**config.mk**
```make
export PLATFORM = sky130hd
export DESIGN_NAME = phase_sequencer
export DESIGN_NICKNAME = d
export VERILOG_FILES = /design/src/rtl/phase_sequencer.sv
export SDC_FILE = /design/constraint.sdc
export NUM_CORES = 1
export LEC_CHECK = 0
export ABC_CLOCK_PERIOD_IN_PS = 2440
export CAP_MARGIN = 20
export CELL_PAD_IN_SITES_DETAIL_PLACEMENT = 0
export CELL_PAD_IN_SITES_GLOBAL_PLACEMENT = 1
export CORE_ASPECT_RATIO = 0.7
export CORE_UTILIZATION = 40
export CTS_CLUSTER_DIAMETER = 40
export DETAILED_ROUTE_END_ITERATION = 6
export GPL_TIMING_DRIVEN = 0
export PLACE_DENSITY = 0.87
export SLEW_MARGIN = 25
export SYNTH_ARGS = -nofsm -noshare
export SYNTH_HDL_FRONTEND = slang
export SYNTH_SLANG_ARGS = --single-unit
```
**constraint.sdc**
```tcl
create_clock -name CLK -period 2.44 [get_ports CLK]
set_input_delay 0.366 -clock CLK [delete_from_list [all_inputs] [get_ports CLK]]
set_output_delay 0.366 -clock CLK [all_outputs]
set_load 0.03 [all_outputs]
```
**src/rtl/phase_sequencer.sv**
```systemverilog
// rtl/phase_sequencer.sv - per-phase clock-enable and end-of-phase strobe sequencer
// with phase-skip mask, debounced RUN/STEP panel inputs and boundary-deferred halt.
module phase_sequencer #(
  parameter int NPHASE    = 10,
  parameter int TICKS     = 2,
  parameter int DEB_LIMIT = 250000
) (
  input  logic                      CLK,
  input  logic                      RESET,
  input  logic                      RUN,
  input  logic                      STEP,
  input  logic                      HALT,
  input  logic                      DONE,
  input  logic [NPHASE-1:0]         SKIP,
  output logic [NPHASE-1:0]         CK,
  output logic [NPHASE-1:0]         STB,
  output logic [$clog2(NPHASE)-1:0] PHASE,
  output logic                      INSTR_END,
  output logic                      running
);

  localparam int PW = $clog2(NPHASE);
  localparam int TW = (TICKS > 1) ? $clog2(TICKS) : 1;
  localparam int DW = $clog2(DEB_LIMIT + 1);
  localparam logic [TW-1:0] TICK_LAST = TW'(TICKS - 1);
  localparam logic [DW-1:0] DEB_LAST  = DW'(DEB_LIMIT - 1);

  typedef enum logic [1:0] {S_IDLE, S_RUN, S_STEP} state_t;

  state_t               state_q, state_d;
  logic [PW-1:0]        phase_q, phase_d;
  logic [TW-1:0]        tick_q, tick_d;
  logic                 halt_pend_q, halt_pend_d;
  logic [NPHASE-1:0]    skip_lat_q, skip_lat_d;

  // Channel 0 is RUN, channel 1 is STEP.
  logic [1:0]           raw;
  logic [1:0][DW-1:0]   deb_cnt_q, deb_cnt_d;
  logic [1:0]           deb_stb_q, deb_stb_d;
  logic [1:0]           go_q, go_d;

  logic                 active;
  logic                 last_tick;
  logic [NPHASE-1:0]    eff_skip;
  logic [PW-1:0]        nxt_phase;
  logic                 has_nxt;
  logic                 instr_end;

  assign raw = {STEP, RUN};

  always_comb begin
    for (int i = 0; i < 2; i++) begin
      deb_cnt_d[i] = '0;
      deb_stb_d[i] = deb_stb_q[i];
      go_d[i]      = 1'b0;
      if (raw[i] != deb_stb_q[i]) begin
        if (deb_cnt_q[i] == DEB_LAST) begin
          deb_stb_d[i] = raw[i];
          go_d[i]      = raw[i];
        end else begin
          deb_cnt_d[i] = deb_cnt_q[i] + DW'(1);
        end
      end
    end
  end

  assign active    = (state_q != S_IDLE);
  assign last_tick = (tick_q == TICK_LAST);

  // Leaving phase 0 uses the mask arriving this cycle; later phases use the latched copy.
  always_comb begin
    eff_skip  = (phase_q == '0) ? (SKIP & ~NPHASE'(1)) : skip_lat_q;
    nxt_phase = '0;
    has_nxt   = 1'b0;
    for (int j = NPHASE - 1; j >= 1; j--) begin
      if (PW'(j) > phase_q && !eff_skip[j]) begin
        nxt_phase = PW'(j);
        has_nxt   = 1'b1;
      end
    end
  end

  assign instr_end = active && (DONE || (last_tick && !has_nxt));

  always_comb begin
    state_d     = state_q;
    phase_d     = phase_q;
    tick_d      = tick_q;
    halt_pend_d = halt_pend_q;
    skip_lat_d  = skip_lat_q;
    case (state_q)
      S_IDLE: begin
        halt_pend_d = 1'b0;
        phase_d     = '0;
        tick_d      = '0;
        if (go_q[0]) begin
          state_d     = S_RUN;
          halt_pend_d = HALT;
        end else if (go_q[1]) begin
          state_d = S_STEP;
        end
      end
      default: begin
        halt_pend_d = halt_pend_q | HALT;
        if (phase_q == '0 && last_tick) skip_lat_d = eff_skip;
        if (instr_end) begin
          phase_d = '0;
          tick_d  = '0;
          if (state_q == S_STEP || halt_pend_d) begin
            state_d     = S_IDLE;
            halt_pend_d = 1'b0;
          end
        end else if (last_tick) begin
          tick_d  = '0;
          phase_d = nxt_phase;
        end else begin
          tick_d = tick_q + TW'(1);
        end
      end
    endcase
  end

  always_ff @(posedge CLK) begin
    if (RESET) begin
      state_q     <= S_IDLE;
      phase_q     <= '0;
      tick_q      <= '0;
      halt_pend_q <= 1'b0;
      skip_lat_q  <= '0;
      deb_cnt_q   <= '0;
      deb_stb_q   <= '0;
      go_q        <= '0;
    end else begin
      state_q     <= state_d;
      phase_q     <= phase_d;
      tick_q      <= tick_d;
      halt_pend_q <= halt_pend_d;
      skip_lat_q  <= skip_lat_d;
      deb_cnt_q   <= deb_cnt_d;
      deb_stb_q   <= deb_stb_d;
      go_q        <= go_d;
    end
  end

  // Enables and strobes drop combinationally in the reset cycle itself.
  always_comb begin
    for (int i = 0; i < NPHASE; i++) begin
      CK[i]  = active && !RESET && (phase_q == PW'(i));
      STB[i] = active && !RESET && (phase_q == PW'(i)) && last_tick;
    end
  end

  assign INSTR_END = instr_end && !RESET;
  assign PHASE     = phase_q;
  assign running   = active;

endmodule

```
==> impl_results.html <==
<table>
<tr><th>Metric</th><th>Value</th></tr>
<tr><th colspan="2">Outcome</th></tr>
<tr><td>Result of the run</td><td>complete, but fails checks</td></tr>
<tr><td>Failing checks</td><td>setup timing</td></tr>
<tr><th colspan="2">Global route</th></tr>
<tr><td>Number of global-route vias before repair</td><td>2143</td></tr>
<tr><td>Global route total overflow</td><td>0</td></tr>
<tr><td>Maximum number of pins on one net before global-route repair</td><td>16</td></tr>
<tr><td>Tot GR Track Use</td><td>0.1839</td></tr>
<tr><td>First-pass GRT wire length</td><td>10380 µm</td></tr>
<tr><td>Initial antenna violation count</td><td>0</td></tr>
<tr><th colspan="2">Synth</th></tr>
<tr><td>Distinct cell type count of the synthesized netlist</td><td>49</td></tr>
<tr><td>Cell count after synthesis</td><td>333</td></tr>
<tr><td>Synthesis warning total</td><td>0</td></tr>
<tr><td>Avg Cell Area, Syn</td><td>8.356 µm²</td></tr>
<tr><td>EDFF count, synth</td><td>0</td></tr>
<tr><td>Synthesized Nets</td><td>351</td></tr>
<tr><td>Async set or reset register ratio after synthesis</td><td>0</td></tr>
<tr><td>Commonest register cell after synthesis</td><td>sky130_fd_sc_hd__dfxtp_1</td></tr>
<tr><td>Sequential cell area fraction in the yosys report</td><td>0.4029</td></tr>
<tr><td>Register bit count reported by yosys</td><td>56</td></tr>
<tr><td>Synthesized cell area</td><td>0.002783 mm²</td></tr>
<tr><th colspan="2">STA</th></tr>
<tr><td>Final clock period utilization by the worst path</td><td>1.012</td></tr>
<tr><td>Worst Max-Slew Pin Slew</td><td>0.5381 ns</td></tr>
<tr><td>Endpoints failing hold</td><td>0</td></tr>
<tr><td>Post-route minimum period</td><td>2.470 ns</td></tr>
<tr><td>Clock Skews</td><td>0.005620 ns</td></tr>
<tr><td>Final number of setup-violating endpoints</td><td>1</td></tr>
<tr><td>Post-route worst setup slack</td><td>-0.03021 ns</td></tr>
<tr><td>Slew Limit Headroom</td><td>0.6413</td></tr>
<tr><td>Highest clock frequency the design can meet</td><td>404.8 MHz</td></tr>
<tr><td>Post-route setup TNS</td><td>-0.03021 ns</td></tr>
<tr><td>Slew Limit Fails</td><td>0</td></tr>
<tr><td>Unrepaired setup endpoints after global routing</td><td>yes</td></tr>
<tr><th colspan="2">Worst setup path</th></tr>
<tr><td>Startpoint of the worst-slack reg-to-reg timing path</td><td>deb_cnt_q[18]</td></tr>
<tr><td>Data arrival time at the worst-slack endpoint</td><td>2.10 ns</td></tr>
<tr><td>Worst R2R End</td><td>deb_cnt_q[34]</td></tr>
<tr><td>Endpoint of the worst setup timing path</td><td>INSTR_END</td></tr>
<tr><td>Reg2Reg Setup Slack</td><td>0.24 ns</td></tr>
<tr><td>Crit path launch</td><td>PHASE[1]</td></tr>
<tr><td>Count of cells along the worst register-to-register path</td><td>8</td></tr>
<tr><td>Req. time, crit path</td><td>2.07 ns</td></tr>
<tr><td>Crit-path max FO</td><td>8</td></tr>
<tr><td>Kind of capture point of the worst setup path</td><td>primary output</td></tr>
<tr><td>Start-to-end type of the worst setup path</td><td>register to primary output</td></tr>
<tr><td>Critical Path Source Type</td><td>register</td></tr>
<tr><th colspan="2">Finish</th></tr>
<tr><td>Final Cell Area</td><td>0.003572 mm²</td></tr>
<tr><td>Area growth from synthesis to final layout</td><td>28.37%</td></tr>
<tr><td>Final net count</td><td>403</td></tr>
<tr><td>Layout cells sized above 1</td><td>0.1425</td></tr>
<tr><td>Antenna Cells</td><td>0</td></tr>
<tr><th colspan="2">Power</th></tr>
<tr><td>Leakage power figure</td><td>1.313 nW</td></tr>
<tr><td>Max IR drop VDD</td><td>0.0002449 V</td></tr>
<tr><td>Pwr dens</td><td>432.3 mW/mm²</td></tr>
<tr><th colspan="2">Floorplanning</th></tr>
<tr><td>Floorplan die area</td><td>0.007300 mm²</td></tr>
<tr><td>Top-level port count</td><td>42</td></tr>
<tr><td>Standard-cell rows</td><td>25</td></tr>
<tr><td>Die Ht</td><td>71.79 µm</td></tr>
<tr><td>Initial standard-cell utilization of the core</td><td>0.4138</td></tr>
<tr><td>Standard cell core area</td><td>0.006725 mm²</td></tr>
<tr><td>Horiz. Die Dim</td><td>101.7 µm</td></tr>
<tr><th colspan="2">Clock network</th></tr>
<tr><td>CTS tree</td><td>built</td></tr>
<tr><td>Clock slew seen by the registers of the worst setup and hold paths</td><td>0.10 ns</td></tr>
<tr><td>Buffer depth of the longest clock path</td><td>2</td></tr>
<tr><td>Number of buffers added to fix hold violations after cts</td><td>0</td></tr>
<tr><td>Clock latency reported for the late side of the worst-skew pair</td><td>0.32 ns</td></tr>
<tr><td>Clock buffer count from CTS</td><td>5</td></tr>
<tr><td>Clk sink count</td><td>56</td></tr>
<tr><td>Root buffer cell</td><td>sky130_fd_sc_hd__clkbuf_8</td></tr>
<tr><td>Number of H-tree branching levels</td><td>2</td></tr>
<tr><th colspan="2">Route</th></tr>
<tr><td>Detailed-route DRC error count</td><td>0</td></tr>
<tr><td>Violation count after the first detailed-route iteration</td><td>116</td></tr>
<tr><td>Antenna Nets Post-Route</td><td>0</td></tr>
<tr><td>Total wirelength of the detailed-routed design</td><td>6513 µm</td></tr>
<tr><td>Total vias in the final route</td><td>2460</td></tr>
<tr><td>Number of optimization iterations in the first detailed-route pass</td><td>4</td></tr>
<tr><td>Routed WL per cell</td><td>13.57 µm</td></tr>
<tr><td>Via/cell ratio</td><td>5.125</td></tr>
<tr><th colspan="2">Placement</th></tr>
<tr><td>RePlAce Congestion</td><td>0.8489</td></tr>
<tr><td>Detailed Place HPWL</td><td>4703 µm</td></tr>
<tr><td>Area after DPL</td><td>0.003323 mm²</td></tr>
<tr><td>Input/output buffers</td><td>40</td></tr>
<tr><th colspan="2">Flow run</th></tr>
<tr><td>Maximum capacitance violations</td><td>0</td></tr>
<tr><th colspan="2">Min path</th></tr>
<tr><td>Class of the worst hold path</td><td>register to register</td></tr>
</table>
## stage by stage
| stage | total power, mW | hold WS [ns] | util | cells | setup slack (ns) |
|---|---|---|---|---|---|
| final | 1.544 | 0.4553 | 0.5312 | 480 | -0.03021 |
| after global routing | 1.606 | 0.4729 | 0.5312 | 480 | -0.1189 |
| after CTS | 1.548 | 0.4531 | 0.5131 | 475 | -0.2013 |
| after detailed placement | 1.019 | 0.4344 | 0.4941 | 467 | -0.7848 |
| after global placement | 1.018 | 0.4286 | 0.4941 | 467 | -0.7857 |
| after floorplan | 0.9782 | 0.4176 | - | 333 | 0.03392 |
## worst max-delay path, cell delays in order (launching register included)
cell,delay [ns]
sky130_fd_sc_hd__dfxtp_2,0.33
sky130_fd_sc_hd__buf_6,0.12
sky130_fd_sc_hd__or3_4,0.45
sky130_fd_sc_hd__o31ai_4,0.31
sky130_fd_sc_hd__nor3_4,0.09
sky130_fd_sc_hd__a41oi_4,0.27
sky130_fd_sc_hd__nor3_4,0.05
sky130_fd_sc_hd__buf_6,0.15
## power breakdown
group	total [mW]	switching (mW)	internal, mW
logic	0.0942	0.0481	0.0461
registers	0.919	0.00259	0.916
clock network	0.531	0.299	0.233
## cell usage after synthesis, types with 5 or more instances
library cell | count | area [µm²]
sky130_fd_sc_hd__mux2i_1 | 10 | 100.1
sky130_fd_sc_hd__nor3_1 | 9 | 45.04
sky130_fd_sc_hd__nand3_1 | 18 | 90.09
sky130_fd_sc_hd__a21oi_1 | 8 | 40.04
sky130_fd_sc_hd__nor2_1 | 79 | 296.5
sky130_fd_sc_hd__clkbuf_1 | 5 | 18.77
sky130_fd_sc_hd__inv_1 | 9 | 33.78
sky130_fd_sc_hd__xor2_1 | 17 | 148.9
sky130_fd_sc_hd__and3_1 | 7 | 43.79
sky130_fd_sc_hd__nand4_1 | 9 | 56.30
sky130_fd_sc_hd__dfxtp_1 | 56 | 1121
sky130_fd_sc_hd__nand2_1 | 19 | 71.32
sky130_fd_sc_hd__nor4_1 | 6 | 37.54
sky130_fd_sc_hd__buf_2 | 6 | 30.03
sky130_fd_sc_hd__xnor2_1 | 17 | 148.9
## state kept, by name, summed over array words and instances, names as in the netlist
signal	count
deb_cnt_q	36
PHASE	4
halt_pend_q	1
state_q	2
skip_lat_q	8
last_tick	1
go_q	2
deb_stb_q	2
## per-layer routing
| metal | share of wire | wire length, µm | up-vias | global-route usage |
|---|---|---|---|---|
| li1 | - | - | 1249 | - |
| met1 | 0.54 | 3507 | 1154 | 0.2922 |
| met2 | 0.39 | 2548 | 50 | 0.2342 |
| met3 | 0.058 | 377 | 7 | 0.04488 |
| met4 | 0.012 | 79 | 0 | 0.05797 |
| met5 | 0 | 0 | - | 0 |
## final cells by class
type	count	area (µm²)
Multi-Input combinational cell	255	1699
Fill cell	650	3153
Clock buffer	8	90.09
Timing Repair Buffer	46	429.2
Tap cell	94	117.6
Inverter	9	33.78
Sequential cell	56	1125
Buffer	12	77.57
## worst min path at each step
| stage | startpoint | end | slack, ns | cells past startpoint |
|---|---|---|---|---|
| final | deb_cnt_q[0] | deb_cnt_q[0] | 0.46 | 1 |
| after global routing | deb_cnt_q[0] | deb_cnt_q[0] | 0.47 | 1 |
| after CTS | deb_cnt_q[0] | deb_cnt_q[0] | 0.45 | 1 |
| after detailed placement | deb_cnt_q[0] | deb_cnt_q[0] | 0.43 | 1 |
| after global placement | deb_cnt_q[0] | deb_cnt_q[0] | 0.43 | 1 |
| after floorplan | deb_cnt_q[0] | deb_cnt_q[0] | 0.42 | 1 |
## what timing repair did
item                                   in CTS  in global routing
setup endpoints to repair                  21                 15
resized for setup                          38                 26
buffers inserted                            0                  6
pin swaps                                   0                  8
endpoints found under the hold margin       0                  0
## kinds of logic after synthesis
kind of cell	count (synthesis)	synth area share
AOI/OAI and AO/OA	30	0.09037
xor gates and xnor gates	34	0.1070
adders and majority gates	2	0.008991
buffers and inverters	22	0.03777
DFF	56	0.4029
muxes	11	0.04002
and+or+nand+nor	178	0.3129
## cells in the final DEF, fill, tap and decap left out, types with 4 or more instances in the layout
cell / netlist / final
sky130_fd_sc_hd__xnor2_1: 17 / 17
sky130_fd_sc_hd__clkbuf_1: 5 / 4
sky130_fd_sc_hd__dfxtp_1: 56 / 53
sky130_fd_sc_hd__nor2_1: 79 / 77
sky130_fd_sc_hd__mux2i_1: 10 / 10
sky130_fd_sc_hd__nand4_1: 9 / 9
sky130_fd_sc_hd__clkbuf_8: 0 / 6
sky130_fd_sc_hd__nand3_1: 18 / 17
sky130_fd_sc_hd__and3_1: 7 / 7
sky130_fd_sc_hd__clkdlybuf4s50_1: 0 / 19
sky130_fd_sc_hd__and2_1: 4 / 4
sky130_fd_sc_hd__a21oi_1: 8 / 7
sky130_fd_sc_hd__buf_4: 0 / 7
sky130_fd_sc_hd__nor4_1: 6 / 4
sky130_fd_sc_hd__nand2_1: 19 / 18
sky130_fd_sc_hd__nor4b_1: 4 / 4
sky130_fd_sc_hd__inv_1: 9 / 9
sky130_fd_sc_hd__xor2_1: 17 / 17
sky130_fd_sc_hd__dlygate4sd2_1: 0 / 16
sky130_fd_sc_hd__nor3_1: 9 / 7
No activity file was read; power rests on OpenSTA's default activity.
